File: src/rtl/pool_stage.sv
// 2x2 stride-2 signed average pooling of a raster-order pixel stream.
// Each pooled result is written out through a DMA handshake, one at a time.
module pool_stage #(
  parameter int unsigned DATA_W   = 16,
  parameter int unsigned MAX_SIZE = 32
) (
  input  logic              clk,
  input  logic              reset,
  input  logic              enable,
  input  logic [15:0]       size,
  input  logic [15:0]       outAddress,
  input  logic              inValid,
  input  logic [DATA_W-1:0] inData,
  output logic              inReady,
  output logic              dmaEnable,
  output logic [15:0]       dmaAddress,
  output logic [DATA_W-1:0] dmaInput,
  input  logic              dmaDone,
  output logic              busy,
  output logic              done,
  output logic              err
);

  localparam int unsigned LB_DEPTH = MAX_SIZE / 2;
  localparam int unsigned IDX_W    = (LB_DEPTH > 1) ? $clog2(LB_DEPTH) : 1;

  typedef enum logic [1:0] {IDLE, RUN, DRAIN, DONE} state_e;

  state_e                   state_q;
  logic [15:0]              size_q, base_q, row_q, col_q, out_idx_q;
  logic signed [DATA_W:0]   hold_q;
  logic signed [DATA_W:0]   lb_q [LB_DEPTH];
  logic                     dma_en_q, busy_q, done_q, err_q;
  logic [15:0]              dma_addr_q;
  logic [DATA_W-1:0]        dma_data_q;

  logic                     accept, size_ok, last_col, last_row;
  logic signed [DATA_W:0]   pix_ext, pair_d, lb_rd;
  logic signed [DATA_W+1:0] total_d;
  logic [DATA_W-1:0]        avg_d;

  assign inReady    = (state_q == RUN) && !dma_en_q;
  assign accept     = inValid && inReady;
  assign dmaEnable  = dma_en_q;
  assign dmaAddress = dma_addr_q;
  assign dmaInput   = dma_data_q;
  assign busy       = busy_q;
  assign done       = done_q;
  assign err        = err_q;

  assign size_ok  = !size[0] && (size >= 16'd2) && (size <= 16'(MAX_SIZE));
  assign last_col = (col_q == size_q - 16'd1);
  assign last_row = (row_q == size_q - 16'd1);

  // Total is DATA_W+2 bits wide, so the floored quarter always fits DATA_W.
  always_comb begin
    pix_ext = {inData[DATA_W-1], inData};
    pair_d  = hold_q + pix_ext;
    lb_rd   = lb_q[col_q[IDX_W:1]];
    total_d = {lb_rd[DATA_W], lb_rd} + {pair_d[DATA_W], pair_d};
    avg_d   = DATA_W'(total_d >>> 2);
  end

  // Line buffer keeps no reset: every entry is rewritten on an even row first.
  always_ff @(posedge clk) begin
    if (accept && col_q[0] && !row_q[0])
      lb_q[col_q[IDX_W:1]] <= pair_d;
  end

  always_ff @(posedge clk or negedge reset) begin
    if (!reset) begin
      state_q    <= IDLE;
      size_q     <= '0;
      base_q     <= '0;
      row_q      <= '0;
      col_q      <= '0;
      out_idx_q  <= '0;
      hold_q     <= '0;
      dma_en_q   <= 1'b0;
      dma_addr_q <= '0;
      dma_data_q <= '0;
      busy_q     <= 1'b0;
      done_q     <= 1'b0;
      err_q      <= 1'b0;
    end else begin
      done_q <= 1'b0;
      err_q  <= 1'b0;
      case (state_q)
        IDLE: begin
          if (enable) begin
            size_q    <= size;
            base_q    <= outAddress;
            row_q     <= '0;
            col_q     <= '0;
            out_idx_q <= '0;
            busy_q    <= 1'b1;
            if (size_ok) begin
              state_q <= RUN;
            end else begin
              state_q <= DONE;
              done_q  <= 1'b1;
              err_q   <= 1'b1;
            end
          end
        end
        RUN: begin
          if (dma_en_q && dmaDone) begin
            dma_en_q  <= 1'b0;
            out_idx_q <= out_idx_q + 16'd1;
          end
          if (accept) begin
            if (last_col) begin
              col_q <= '0;
              row_q <= row_q + 16'd1;
            end else begin
              col_q <= col_q + 16'd1;
            end
            if (!col_q[0]) begin
              hold_q <= pix_ext;
            end else if (row_q[0]) begin
              dma_en_q   <= 1'b1;
              dma_addr_q <= base_q + out_idx_q;
              dma_data_q <= avg_d;
            end
            if (last_col && last_row)
              state_q <= DRAIN;
          end
        end
        DRAIN: begin
          if (dma_en_q && dmaDone) begin
            dma_en_q  <= 1'b0;
            out_idx_q <= out_idx_q + 16'd1;
            state_q   <= DONE;
            done_q    <= 1'b1;
          end
        end
        DONE: begin
          state_q <= IDLE;
          busy_q  <= 1'b0;
        end
        default: state_q <= IDLE;
      endcase
    end
  end

endmodule

File: config.mk
export PLATFORM = sky130hd
export DESIGN_NAME = pool_stage
export DESIGN_NICKNAME = d
export VERILOG_FILES = /design/src/rtl/pool_stage.sv
export SDC_FILE = /design/constraint.sdc
export NUM_CORES = 1
export LEC_CHECK = 0
export ABC_AREA = 1
export CAP_MARGIN = 20
export CORE_ASPECT_RATIO = 0.5
export CORE_MARGIN = 2
export CORE_UTILIZATION = 24
export CTS_CLUSTER_SIZE = 8
export DETAILED_ROUTE_END_ITERATION = 16
export DONT_BUFFER_PORTS = 1
export SKIP_LAST_GASP = 1
export SLEW_MARGIN = 25
export SYNTH_ARGS = -nofsm -noshare
export SYNTH_HDL_FRONTEND = slang
export SYNTH_SLANG_ARGS = --single-unit
File: constraint.sdc
create_clock -name clk -period 4.8 [get_ports clk]
set_input_delay 0.96 -clock clk [delete_from_list [all_inputs] [get_ports clk]]
set_output_delay 0.96 -clock clk [all_outputs]
set_load 0.1 [all_outputs]
==> summary.txt <==
Status
  • Status: complete, no violations

Clock network
  • Post-CTS Hold Fix Bufs: 0
  • # Post-CTS Setup Buffers: 0
  • Clock Path Buffers: 3
  • Clock sinks: between 400 and 500
  • TritonCTS clock tree: done
  • Worst-Skew Late Latency: approximately 0.58 ns
  • Inserted Clock Buffers: 56
  • H-tree levels: 2
  • CTS root buffer: clkbuf_16
  • Clock Pin Slew Worst Setup and Hold Paths: 0.06 ns
  • Post-CTS sizing: 0

Route
  • DR pass1 iterations: 8
  • Total wire length: 50140 um
  • Via/cell ratio: 4.541
  • Vias: 13650
  • Post-route ant nets: 0
  • DRC: 0
  • Initial DRC count: ~1100
  • WL per Instance: 16.69 um

Timing
  • Clock skew: 0.02757 ns
  • RSZ-0062 raised after global routing: false
  • Slew Limit Fails: 0
  • Post-route setup slack: 0.8252 ns
  • Max Freq: 251.6 MHz
  • Setup TNS: 0 ns
  • Post-layout min period: slightly below 4 ns
  • Actual slew at the worst max-slew pin: 1.015 ns
  • Slew headroom: 32.17%
  • Final Hold Viols: 0
  • Setup-failing EPs final: 0
  • Tcrit/Tclk final: ~83%

Worst setup path
  • Critical path required time: ~5.3 ns
  • R2R Path End: dmaInput[15]
  • Arrival time worst endpoint: 4.44 ns
  • R2r startpoint: col_q[2]
  • Setup crit start kind: flop
  • Critical Path End: dmaInput[15]
  • Worst Reg-to-Reg Cells: 17
  • CP endpoint kind: flop
  • CP startpoint: col_q[2]
  • Reg2reg setup slack: a little over 0.8 ns
  • Worst Setup Path Type: reg -> reg
  • CP max FO: 47

Placement
  • DP HPWL: 32660 um
  • DP Worst Slack: 0.3837 ns
  • Final weighted congestion of routability-driven global placement: around 0.85
  • Buffers on Ports: 0

Final layout
  • Layout cells sized above 1: 11.05%
  • Fin nets: 2002
  • Layout area overhead: 16.00%
  • Storage cell area: 0.01152 sq mm
  • Fillers: 8160
  • ANT cells: 0
  • Area of the multi-input gates: slightly below 0.007 sq mm

Hold path
  • Hold Crit Class: in -> async

Floorplan
  • DIE HEIGHT: between 200 and 250 um
  • Top Ports: 90
  • Core footprint: around 0.08 sq mm
  • Die Span X: roughly 400 um
  • Die ar.: 0.08287 sq mm
  • Starting Density: 24.27%
  • FP Rows: 73

Pwr
  • LEAKAGE: just under 0.009 uW
  • Pwr/cell area: 706.5 mW/mm^2
  • Max VDD drop: 0.3704 mV
  • Clock Power Share: 22.6%
  • Flop pwr share: 38.7%
  • Net Sw Frac: 42.94%
  • Power share of the combinational group: 38.7%
  • Switching Power: 6793 uW
  • Cell internal pwr: approximately 9000 uW

GRT
  • Largest net degree at the start of global routing: 135
  • Number of global-route vias before repair: between 10000 and 15000
  • Final global-route overflow total: 0
  • Initial antenna violation count: 0
  • First-pass GRT wire length: between 70000 and 80000 um
  • Total GRT Usage: 11.97%

Logic synthesis
  • Cell Area, Synth: 0.01931 sq mm
  • Sequential fraction of the synthesis area: 59.67%
  • Seq cells post-synth: 406
  • Ys async rst share: 33.00%
  • Post-synthesis average cell area: 10.45 sq um
  • Syn nets: 1956
  • YS warnings: 0
  • EDFF count, synth: 272
  • Mapped Cells: around 1800
  • Most used DFF post-synth: edfxtp_1
  • Post-synth cell types: 56

Flow run
  • Max Cap Violations: 0
-- cell type report --
class                   count  area share, %
clock inverters             2         0.1732
clock buffers              81          6.771
well taps                1087          6.073
multi-input cells        1230          31.09
inverters                 144          2.425
repair buffers             55          2.011
flip-flops and latches    406          51.45
-- how the worst min path moves through the flow --
stage,from,end,cells after the start
after floorplan,base_q[0],base_q[0],2
after global placement,base_q[5],base_q[5],2
after detailed placement,base_q[13],base_q[13],2
after CTS,reset,dmaInput[5],0
after global routing,reset,base_q[15],0
final,reset,base_q[15],0
-- worst max-delay path, cell delays in order, from the launching register on --
cell	delay, ns
dfrtp_2	0.38
buf_4	0.48
nor2_1	0.31
a22oi_1	0.29
a21oi_1	0.11
or4_1	0.66
ha_1	0.46
a21oi_1	0.13
o21ai_0	0.27
a21oi_1	0.09
o21ai_0	0.16
nand2_1	0.09
nand2_1	0.13
nand2_1	0.09
nand2_1	0.06
nand2_1	0.04
nand3_1	0.06
nand2_1	0.05
-- power by group through the flow --
stage	combinational [uW]	clock, uW	sequential (uW)
3_5_place_dp	6080	0	6200
3_3_place_gp	6010	0	6190
5_1_grt	6930	3810	6170
6_report	6120	3580	6120
2_1_floorplan	4440	0	6070
4_1_cts	6120	3660	6130
-- kinds of logic (layout without fill, tap and decap cells) --
family	count (synthesis)	count (layout)	synth area share [%]
mux	16	16	0.9332
buf+inv	211	282	4.465
compound gates	329	329	10.53
flops	406	406	59.67
fa+ha+maj	56	56	3.707
xor+xnor	82	82	3.862
simple gates	747	747	16.83
-- cell usage after synthesis (2+ instances only) --
master | number | area share, %
nand2_2 | 2 | 0.065
a21o_1 | 6 | 0.23
or2_2 | 9 | 0.29
nor3_2 | 6 | 0.31
o21ai_2 | 18 | 0.82
buf_6 | 5 | 0.29
nand4_1 | 18 | 0.58
a22oi_1 | 17 | 0.66
nor4_1 | 5 | 0.16
a221oi_1 | 13 | 0.59
clkbuf_1 | 48 | 0.93
buf_4 | 5 | 0.19
buf_2 | 7 | 0.18
nor2_4 | 3 | 0.17
o21ai_0 | 99 | 2.6
ha_1 | 54 | 3.5
o21a_1 | 3 | 0.12
nor3b_1 | 2 | 0.078
o21ai_1 | 2 | 0.052
clkinv_1 | 5 | 0.097
o22ai_1 | 47 | 1.5
nand3_2 | 3 | 0.16
nor3_1 | 94 | 2.4
xor2_1 | 58 | 2.6
xnor3_1 | 2 | 0.23
inv_2 | 10 | 0.19
nor2_2 | 6 | 0.19
nand3_1 | 61 | 1.6
xnor2_1 | 22 | 1.0
o31ai_1 | 3 | 0.12
clkbuf_2 | 2 | 0.052
mux2_2 | 16 | 0.93
o221ai_1 | 26 | 1.2
a211oi_1 | 2 | 0.078
or4_1 | 2 | 0.078
edfxtp_1 | 272 | 42
dfrtp_1 | 134 | 17
a31oi_1 | 10 | 0.32
inv_1 | 128 | 2.5
nand2_4 | 3 | 0.17
a21oi_1 | 77 | 2.0
nor2_1 | 145 | 2.8
fa_1 | 2 | 0.21
nand2_1 | 383 | 7.4
-- flip-flops by register name (all words and copies together) (netlist names) --
name,count
dmaEnable,1
col_q,16
busy,1
state_q,2
lb_q,272
out_idx_q,16
row_q,16
size_q,16
base_q,16
done,1
err,1
dmaInput,16
hold_q,16
dmaAddress,16
-- metal layers --
| layer | GRT usage [%] | share of wire (%) | up-vias |
|---|---|---|---|
| met5 | 0 | 0 | - |
| met4 | 3.851 | 2.7 | 0 |
| met3 | 1.960 | 4.9 | 69 |
| met2 | 19.87 | 47 | 322 |
| met1 | 15.94 | 45 | 6680 |
| li1 | - | - | 6574 |
-- placed cells by master (no fill, tap or decap), drive strengths merged, types with 47 or more instances in the layout --
| cell type | n |
|---|---|
| inv | 140 |
| o21ai | 119 |
| nor2 | 154 |
| nor3 | 100 |
| o22ai | 47 |
| edfxtp | 272 |
| a21oi | 77 |
| ha | 54 |
| clkbuf | 81 |
| dfrtp | 134 |
| buf | 55 |
| nand2 | 388 |
| nand3 | 64 |
| xor2 | 58 |
-- through the flow --
stage	instances	utilization, %	cell area (sq um)	total power [uW]	hold slack (ns)
floorplan	1847	-	19310	10510	0.4553
global placement	2922	26.20	20840	12200	0.4719
detailed placement	2922	26.20	20840	12280	0.4754
CTS	3005	28.15	22400	15910	0.03931
global route	3005	28.15	22400	16910	0.04069
finish	3005	28.15	22400	15820	0.07568
Power figures use the tool's default switching activity.
